### src/rtl/gato_arbitro_if.sv
// Board-register and referee-status bundle shared by the cell selector,
// the display logic and the gato_arbitro referee.
interface gato_arbitro_if;
  logic [1:0] guarda_c1, guarda_c2, guarda_c3;
  logic [1:0] guarda_c4, guarda_c5, guarda_c6;
  logic [1:0] guarda_c7, guarda_c8, guarda_c9;
  logic       boton_reinicio;
  logic       turno_p1, turno_p2;
  logic       gana_p1, gana_p2, empate;
  logic       fin_juego, jugada_invalida;
  logic [2:0] linea_ganadora;
  logic [3:0] jugadas;
  logic       tiempo_agotado;

  modport master (
    output guarda_c1, guarda_c2, guarda_c3, guarda_c4, guarda_c5,
           guarda_c6, guarda_c7, guarda_c8, guarda_c9, boton_reinicio,
    input  turno_p1, turno_p2, gana_p1, gana_p2, empate, fin_juego,
           jugada_invalida, linea_ganadora, jugadas, tiempo_agotado
  );

  modport slave (
    input  guarda_c1, guarda_c2, guarda_c3, guarda_c4, guarda_c5,
           guarda_c6, guarda_c7, guarda_c8, guarda_c9, boton_reinicio,
    output turno_p1, turno_p2, gana_p1, gana_p2, empate, fin_juego,
           jugada_invalida, linea_ganadora, jugadas, tiempo_agotado
  );
endinterface

### src/rtl/gato_arbitro.sv
// Tic-tac-toe referee: validates each new mark against a shadow board and
// scans the eight lines serially. GATO_TIMEOUT_EN adds a per-turn forfeit timer.
module gato_arbitro #(
  parameter logic [23:0] TIMEOUT_CICLOS = 24'd12_000_000
) (
  input  logic          clk,
  input  logic          reset,
  gato_arbitro_if.slave bus
);

  typedef enum logic [2:0] {ESPERA_P1, ESPERA_P2, EVALUA, FIN, ERROR} estado_t;

  estado_t    estado, estado_d;
  logic [1:0] sombra   [9];
  logic [1:0] sombra_d [9];
  logic [1:0] tablero  [9];
  logic [3:0] jugadas_q, jugadas_d;
  logic [3:0] indice, indice_d;
  logic [2:0] linea_q, linea_d;
  logic       gana1_q, gana1_d, gana2_q, gana2_d, empate_q, empate_d;
  logic       hallado, hallado_d, mover_p1, mover_p1_d;
  logic       tiempo_q, tiempo_d;

  logic [1:0] codigo_turno, codigo_mover;
  logic [3:0] n_cambios;
  logic       celda_mala;
  logic [3:0] ca, cb, cc;
  logic       linea_gana;
  logic       plazo_vencido;

  assign tablero = '{bus.guarda_c1, bus.guarda_c2, bus.guarda_c3,
                     bus.guarda_c4, bus.guarda_c5, bus.guarda_c6,
                     bus.guarda_c7, bus.guarda_c8, bus.guarda_c9};

  assign codigo_turno = (estado == ESPERA_P2) ? 2'b01 : 2'b11;
  assign codigo_mover = mover_p1 ? 2'b11 : 2'b01;

  // A legal move is exactly one change, into an empty cell, with the mover's code.
  always_comb begin
    n_cambios  = '0;
    celda_mala = 1'b0;
    for (int unsigned i = 0; i < 9; i++) begin
      if (tablero[i] != sombra[i]) begin
        n_cambios = n_cambios + 4'd1;
        if (sombra[i] != 2'b00 || tablero[i] != codigo_turno)
          celda_mala = 1'b1;
      end
    end
  end

  always_comb begin
    ca = 4'd0; cb = 4'd1; cc = 4'd2;
    unique case (indice[2:0])
      3'd0: begin ca = 4'd0; cb = 4'd1; cc = 4'd2; end
      3'd1: begin ca = 4'd3; cb = 4'd4; cc = 4'd5; end
      3'd2: begin ca = 4'd6; cb = 4'd7; cc = 4'd8; end
      3'd3: begin ca = 4'd0; cb = 4'd3; cc = 4'd6; end
      3'd4: begin ca = 4'd1; cb = 4'd4; cc = 4'd7; end
      3'd5: begin ca = 4'd2; cb = 4'd5; cc = 4'd8; end
      3'd6: begin ca = 4'd0; cb = 4'd4; cc = 4'd8; end
      3'd7: begin ca = 4'd2; cb = 4'd4; cc = 4'd6; end
    endcase
  end

  assign linea_gana = (sombra[ca] == codigo_mover) && (sombra[cb] == codigo_mover)
                   && (sombra[cc] == codigo_mover);

`ifdef GATO_TIMEOUT_EN
  logic [23:0] cuenta;

  assign plazo_vencido = (cuenta == TIMEOUT_CICLOS - 24'd1);

  always_ff @(posedge clk) begin
    if (reset)
      cuenta <= '0;
    else if (estado_d != estado || (estado != ESPERA_P1 && estado != ESPERA_P2))
      cuenta <= '0;
    else
      cuenta <= cuenta + 24'd1;
  end
`else
  logic timeout_unused;
  assign timeout_unused = |TIMEOUT_CICLOS;
  assign plazo_vencido  = 1'b0;
`endif

  always_comb begin
    estado_d   = estado;
    sombra_d   = sombra;
    jugadas_d  = jugadas_q;
    indice_d   = indice;
    linea_d    = linea_q;
    gana1_d    = gana1_q;
    gana2_d    = gana2_q;
    empate_d   = empate_q;
    hallado_d  = hallado;
    mover_p1_d = mover_p1;
    tiempo_d   = 1'b0;
    unique case (estado)
      ESPERA_P1, ESPERA_P2: begin
        if (n_cambios == 4'd1 && !celda_mala) begin
          sombra_d   = tablero;
          jugadas_d  = jugadas_q + 4'd1;
          mover_p1_d = (estado == ESPERA_P1);
          indice_d   = '0;
          hallado_d  = 1'b0;
          estado_d   = EVALUA;
        end else if (n_cambios != 4'd0) begin
          estado_d = ERROR;
        end else if (plazo_vencido) begin
          tiempo_d = 1'b1;
          estado_d = (estado == ESPERA_P1) ? ESPERA_P2 : ESPERA_P1;
        end
      end
      // indice 0..7 scans lines; indice 8 is the extra cycle that publishes the result.
      EVALUA: begin
        if (indice == 4'd8) begin
          if (hallado) begin
            gana1_d  = mover_p1;
            gana2_d  = !mover_p1;
            estado_d = FIN;
          end else if (jugadas_q == 4'd9) begin
            empate_d = 1'b1;
            estado_d = FIN;
          end else begin
            estado_d = mover_p1 ? ESPERA_P2 : ESPERA_P1;
          end
        end else begin
          indice_d = indice + 4'd1;
          if (linea_gana && !hallado) begin
            hallado_d = 1'b1;
            linea_d   = indice[2:0];
          end
        end
      end
      FIN, ERROR: begin
        if (bus.boton_reinicio) begin
          estado_d   = ESPERA_P1;
          sombra_d   = tablero;
          jugadas_d  = '0;
          indice_d   = '0;
          linea_d    = '0;
          gana1_d    = 1'b0;
          gana2_d    = 1'b0;
          empate_d   = 1'b0;
          hallado_d  = 1'b0;
          mover_p1_d = 1'b0;
        end
      end
      default: estado_d = ESPERA_P1;
    endcase
  end

  always_ff @(posedge clk) begin
    if (reset) begin
      estado    <= ESPERA_P1;
      sombra    <= '{default: 2'b00};
      jugadas_q <= '0;
      indice    <= '0;
      linea_q   <= '0;
      gana1_q   <= 1'b0;
      gana2_q   <= 1'b0;
      empate_q  <= 1'b0;
      hallado   <= 1'b0;
      mover_p1  <= 1'b0;
      tiempo_q  <= 1'b0;
    end else begin
      estado    <= estado_d;
      sombra    <= sombra_d;
      jugadas_q <= jugadas_d;
      indice    <= indice_d;
      linea_q   <= linea_d;
      gana1_q   <= gana1_d;
      gana2_q   <= gana2_d;
      empate_q  <= empate_d;
      hallado   <= hallado_d;
      mover_p1  <= mover_p1_d;
      tiempo_q  <= tiempo_d;
    end
  end

  assign bus.turno_p1        = (estado == ESPERA_P1);
  assign bus.turno_p2        = (estado == ESPERA_P2);
  assign bus.fin_juego       = (estado == FIN);
  assign bus.jugada_invalida = (estado == ERROR);
  assign bus.gana_p1         = gana1_q;
  assign bus.gana_p2         = gana2_q;
  assign bus.empate          = empate_q;
  assign bus.linea_ganadora  = linea_q;
  assign bus.jugadas         = jugadas_q;
  assign bus.tiempo_agotado  = tiempo_q;

endmodule

### src/flat_wrapper.sv
// flat-port wrapper written by rule: the top's interface ports become plain ports
module gato_arbitro_flat 
#(
  parameter logic [23:0] TIMEOUT_CICLOS = 24'd12_000_000
)
  (clk, reset, bus_guarda_c1, bus_guarda_c2, bus_guarda_c3, bus_guarda_c4, bus_guarda_c5, bus_guarda_c6, bus_guarda_c7, bus_guarda_c8, bus_guarda_c9, bus_boton_reinicio, bus_turno_p1, bus_turno_p2, bus_gana_p1, bus_gana_p2, bus_empate, bus_fin_juego, bus_jugada_invalida, bus_linea_ganadora, bus_jugadas, bus_tiempo_agotado);
  gato_arbitro_if bus_i ();
  input  logic clk;
  input  logic reset;
  input wire logic [$bits(bus_i.guarda_c1)-1:0] bus_guarda_c1;
  input wire logic [$bits(bus_i.guarda_c2)-1:0] bus_guarda_c2;
  input wire logic [$bits(bus_i.guarda_c3)-1:0] bus_guarda_c3;
  input wire logic [$bits(bus_i.guarda_c4)-1:0] bus_guarda_c4;
  input wire logic [$bits(bus_i.guarda_c5)-1:0] bus_guarda_c5;
  input wire logic [$bits(bus_i.guarda_c6)-1:0] bus_guarda_c6;
  input wire logic [$bits(bus_i.guarda_c7)-1:0] bus_guarda_c7;
  input wire logic [$bits(bus_i.guarda_c8)-1:0] bus_guarda_c8;
  input wire logic [$bits(bus_i.guarda_c9)-1:0] bus_guarda_c9;
  input wire logic [$bits(bus_i.boton_reinicio)-1:0] bus_boton_reinicio;
  output wire logic [$bits(bus_i.turno_p1)-1:0] bus_turno_p1;
  output wire logic [$bits(bus_i.turno_p2)-1:0] bus_turno_p2;
  output wire logic [$bits(bus_i.gana_p1)-1:0] bus_gana_p1;
  output wire logic [$bits(bus_i.gana_p2)-1:0] bus_gana_p2;
  output wire logic [$bits(bus_i.empate)-1:0] bus_empate;
  output wire logic [$bits(bus_i.fin_juego)-1:0] bus_fin_juego;
  output wire logic [$bits(bus_i.jugada_invalida)-1:0] bus_jugada_invalida;
  output wire logic [$bits(bus_i.linea_ganadora)-1:0] bus_linea_ganadora;
  output wire logic [$bits(bus_i.jugadas)-1:0] bus_jugadas;
  output wire logic [$bits(bus_i.tiempo_agotado)-1:0] bus_tiempo_agotado;
  assign bus_i.guarda_c1 = bus_guarda_c1;
  assign bus_i.guarda_c2 = bus_guarda_c2;
  assign bus_i.guarda_c3 = bus_guarda_c3;
  assign bus_i.guarda_c4 = bus_guarda_c4;
  assign bus_i.guarda_c5 = bus_guarda_c5;
  assign bus_i.guarda_c6 = bus_guarda_c6;
  assign bus_i.guarda_c7 = bus_guarda_c7;
  assign bus_i.guarda_c8 = bus_guarda_c8;
  assign bus_i.guarda_c9 = bus_guarda_c9;
  assign bus_i.boton_reinicio = bus_boton_reinicio;
  assign bus_turno_p1 = bus_i.turno_p1;
  assign bus_turno_p2 = bus_i.turno_p2;
  assign bus_gana_p1 = bus_i.gana_p1;
  assign bus_gana_p2 = bus_i.gana_p2;
  assign bus_empate = bus_i.empate;
  assign bus_fin_juego = bus_i.fin_juego;
  assign bus_jugada_invalida = bus_i.jugada_invalida;
  assign bus_linea_ganadora = bus_i.linea_ganadora;
  assign bus_jugadas = bus_i.jugadas;
  assign bus_tiempo_agotado = bus_i.tiempo_agotado;
  gato_arbitro #(.TIMEOUT_CICLOS(TIMEOUT_CICLOS)) u_core (.clk(clk), .reset(reset), .bus(bus_i));
endmodule
### config.mk
export PLATFORM = sky130hd
export DESIGN_NAME = gato_arbitro_flat
export DESIGN_NICKNAME = d
export VERILOG_FILES = /design/src/rtl/gato_arbitro_if.sv /design/src/rtl/gato_arbitro.sv /design/src/flat_wrapper.sv
export SDC_FILE = /design/constraint.sdc
export NUM_CORES = 1
export LEC_CHECK = 0
export CAP_MARGIN = 20
export CORE_ASPECT_RATIO = 0.9
export CORE_MARGIN = 3
export CORE_UTILIZATION = 35
export DETAILED_ROUTE_END_ITERATION = 16
export GPL_TIMING_DRIVEN = 0
export MAX_ROUTING_LAYER = met4
export SYNTH_ARGS = -nofsm -noshare
export SYNTH_HDL_FRONTEND = slang
export SYNTH_SLANG_ARGS = --single-unit
### constraint.sdc
create_clock -name clk -period 7.38 [get_ports clk]
set_clock_uncertainty 0.05 [all_clocks]
set_input_delay 0.738 -clock clk [delete_from_list [all_inputs] [get_ports clk]]
set_output_delay 0.738 -clock clk [all_outputs]
set_load 0.005 [all_outputs]
==> metrics <==
critical path data arrival time=7.24 ns; crit path max fanout=5; Synth Area per Inst=8.166 um^2; gr usage total=approximately 18%; most used cell, CP=ha_4; commonest non-fill, non-tap cell in the layout=dfxtp_1; worst hold stages=1; static leakage=0.001658 uW; GPL Wtd Cong=~0.84; Tightest Pin Transition=0.6178 ns; Sink Count=46; Post-Route WL=10.25 mm; initial core utilization=a little under two fifths; Seq cells post-synth=46; Worst R2R Setup Slack=roughly 0.60 ns; largest net degree at the start of global routing=16; Via density=5.517; layout cell share with drive strength beyond 1=15.98%; status=finished, final reports clean; initial drt markers=246; Startpoint Class=input pin; Slew Viols, Final=0; Worst-Skew Late Latency=0.29 ns; die area=0.01177 mm^2; I/O pins=36; Cell variety after synth=64; worst hold path type=reg2reg; Via Count=3492; MaxCap Viol Count=0; HP Start=u_core.indice[3]$_SDFFE_PP0N_; Residual DRC=0; vias in the first global route=between 3000 and 4000; Max Buffers Root-to-Sink=2; Final HPWL DP=7.643 mm; ANT nets after route=0; Port Buffers=34; final setup fails=0; total power divided by cell area=539.8 mW/mm^2; nets@finish=about 540; Syn Inst Count=450; die width=114.0 um; Worst setup EP type=flip-flop; ratio of final minimum period to clock period=96.27%; Congestion Overflow GR=0; TritonCTS clock tree=built; critical path required time=around 7.5 ns; Std-Cell Rows=34; initial antenna violation count=0; area grow syn2layout=25.09%; first-pass GRT wire length=around 16 mm; Wirelength per Cell=approximately 16 um; Peak VDD IR=0.8927 mV; number of diodes=0; Max stage delay on crit path=0.43 ns; Seq/Total Area, Yosys=25.06%; root buf cell=clkbuf_16; most frequent cells in the layout=dfxtp_1, a21oi_1, nor2_1; ys async rst share=0%; Mapped Area=roughly 0.0037 mm^2; H-tree Lvls=2; Reg-to-Reg End=u_core.cc[2]$_DFF_P_; CTS Buf Count=5; Worst path slowest cell=or3_4; fin crit period=about 7.1 ns; die height=103.2 um; Syn Nets=487; Main synth FF type=dfxtp_1; Reg2Reg Depth=31; final core occ=46.18%; warnings from Yosys=0; Hold Violations, Final=0; Peak Freq=140.7 MHz; Sum Neg Setup Slack=0 ns; core box area=0.009955 mm^2; Initial DRT Pass Iterations=5; Slew HR=58.82%; EDFF count, synth=0; CP Class=in2reg; clock slew at reported path FFs=~0.07 ns; Critical R2R Launch=u_core.sombra[16]$_SDFFE_PP0P_; hold endpoint=u_core.indice[3]$_SDFFE_PP0N_
## how the worst max path moves through the flow
stage | from | end | slack [ns] | depth (start not counted)
floorplan | bus_guarda_c1[0] | u_core.cc[2]$_DFF_P_ | 0.30 | 31
global placement | bus_guarda_c2[1] | u_core.cc[2]$_DFF_P_ | -0.90 | 32
detailed placement | bus_guarda_c2[1] | u_core.cc[2]$_DFF_P_ | -1.04 | 32
CTS | bus_guarda_c2[0] | u_core.cc[2]$_DFF_P_ | 0.02 | 32
global route | bus_guarda_c1[0] | u_core.cc[2]$_DFF_P_ | -0.04 | 32
finish | bus_guarda_c1[0] | u_core.cc[2]$_DFF_P_ | 0.27 | 32
## critical path: cells and delay by family
family	cells	cell delay, ns
compound gates	9	1.62
mux	2	0.46
xor+xnor	3	0.50
fa+ha+maj	8	1.95
buf+inv	3	0.44
simple gates	7	1.52
## per-layer routing
metal	vias to the layer above	global-route usage, %	routed length (um)
met5	-	-	0
met2	96	29.21	4853
met1	1659	23.22	4808
met3	6	2.036	504
li1	1731	-	-
met4	0	3.836	79
## sequential cells by signal, indices dropped and copies added, names as in the netlist
name / flops
u_core.bus.empate: 1
u_core.bus.gana_p1: 1
u_core.bus.gana_p2: 1
u_core.bus.jugadas: 4
u_core.bus.linea_ganadora: 3
u_core.ca: 2
u_core.cb: 3
u_core.cc: 4
u_core.estado: 3
u_core.hallado: 1
u_core.indice: 4
u_core.mover_p1: 1
u_core.sombra: 18
## through the flow
stage	area (um^2)	setup slack (ns)	hold WS [ns]	power [uW]	std cells
5_1_grt	4597	-0.04147	0.4818	2678	633
3_5_place_dp	4173	-1.038	0.4270	1783	610
4_1_cts	4451	0.02486	0.4379	2231	626
3_3_place_gp	4173	-0.8981	0.4112	1737	610
2_1_floorplan	3675	0.2979	0.3974	1498	450
6_report	4597	0.2749	0.4376	2482	633
## power by group
part / internal, uW / switching (uW)
Combinational: 995 / 939
Sequential: 277 / 43.8
Clock: 126 / 101
Total: 1400 / 1080
## cell usage after synthesis, types with 9 or more instances
master	n	area [um^2]
xor2_1	20	175.2
xnor2_1	13	113.9
ha_1	16	200.2
nand2b_1	9	56.30
dfxtp_1	46	920.9
mux4_2	9	202.7
clkbuf_1	14	52.55
o21ai_0	37	185.2
inv_1	17	63.81
nand2_1	24	90.09
mux2i_1	14	140.1
nor2_1	43	161.4
nor3_1	12	60.06
nand3_1	37	185.2
a21oi_1	44	220.2
## layout make-up
type / instances / area [um^2]
multi-input combinational: 364 / 2753
timing repair buffer: 49 / 446.7
clock buffer: 5 / 125.1
clock inverter: 3 / 21.27
fill: 1017 / 5358
buffer: 22 / 105.1
sequential: 46 / 920.9
tap: 126 / 157.7
inverter: 18 / 67.56
## repair_timing
| item | in CTS | in global routing |
|---|---|---|
| endpoints found under the setup margin | 36 | 29 |
| endpoints found under the hold margin | 0 | 0 |
| gates resized for setup | 21 | 13 |
| pin swaps | 8 | 18 |
| hold buffers | 0 | 0 |
| gates cloned | 0 | 0 |
| buffers inserted | 8 | 6 |
## kinds of logic after synthesis
group           count (synthesis)  synth area share, %
compound gates                119                19.99
simple gates                  162                22.03
fa+ha+maj                      16                5.448
xor+xnor                       39                11.71
flops                          46                25.06
mux                            27                10.96
other cells                     1               0.1020
buf+inv                        40                4.698
No activity file was read; power rests on OpenSTA's default activity.
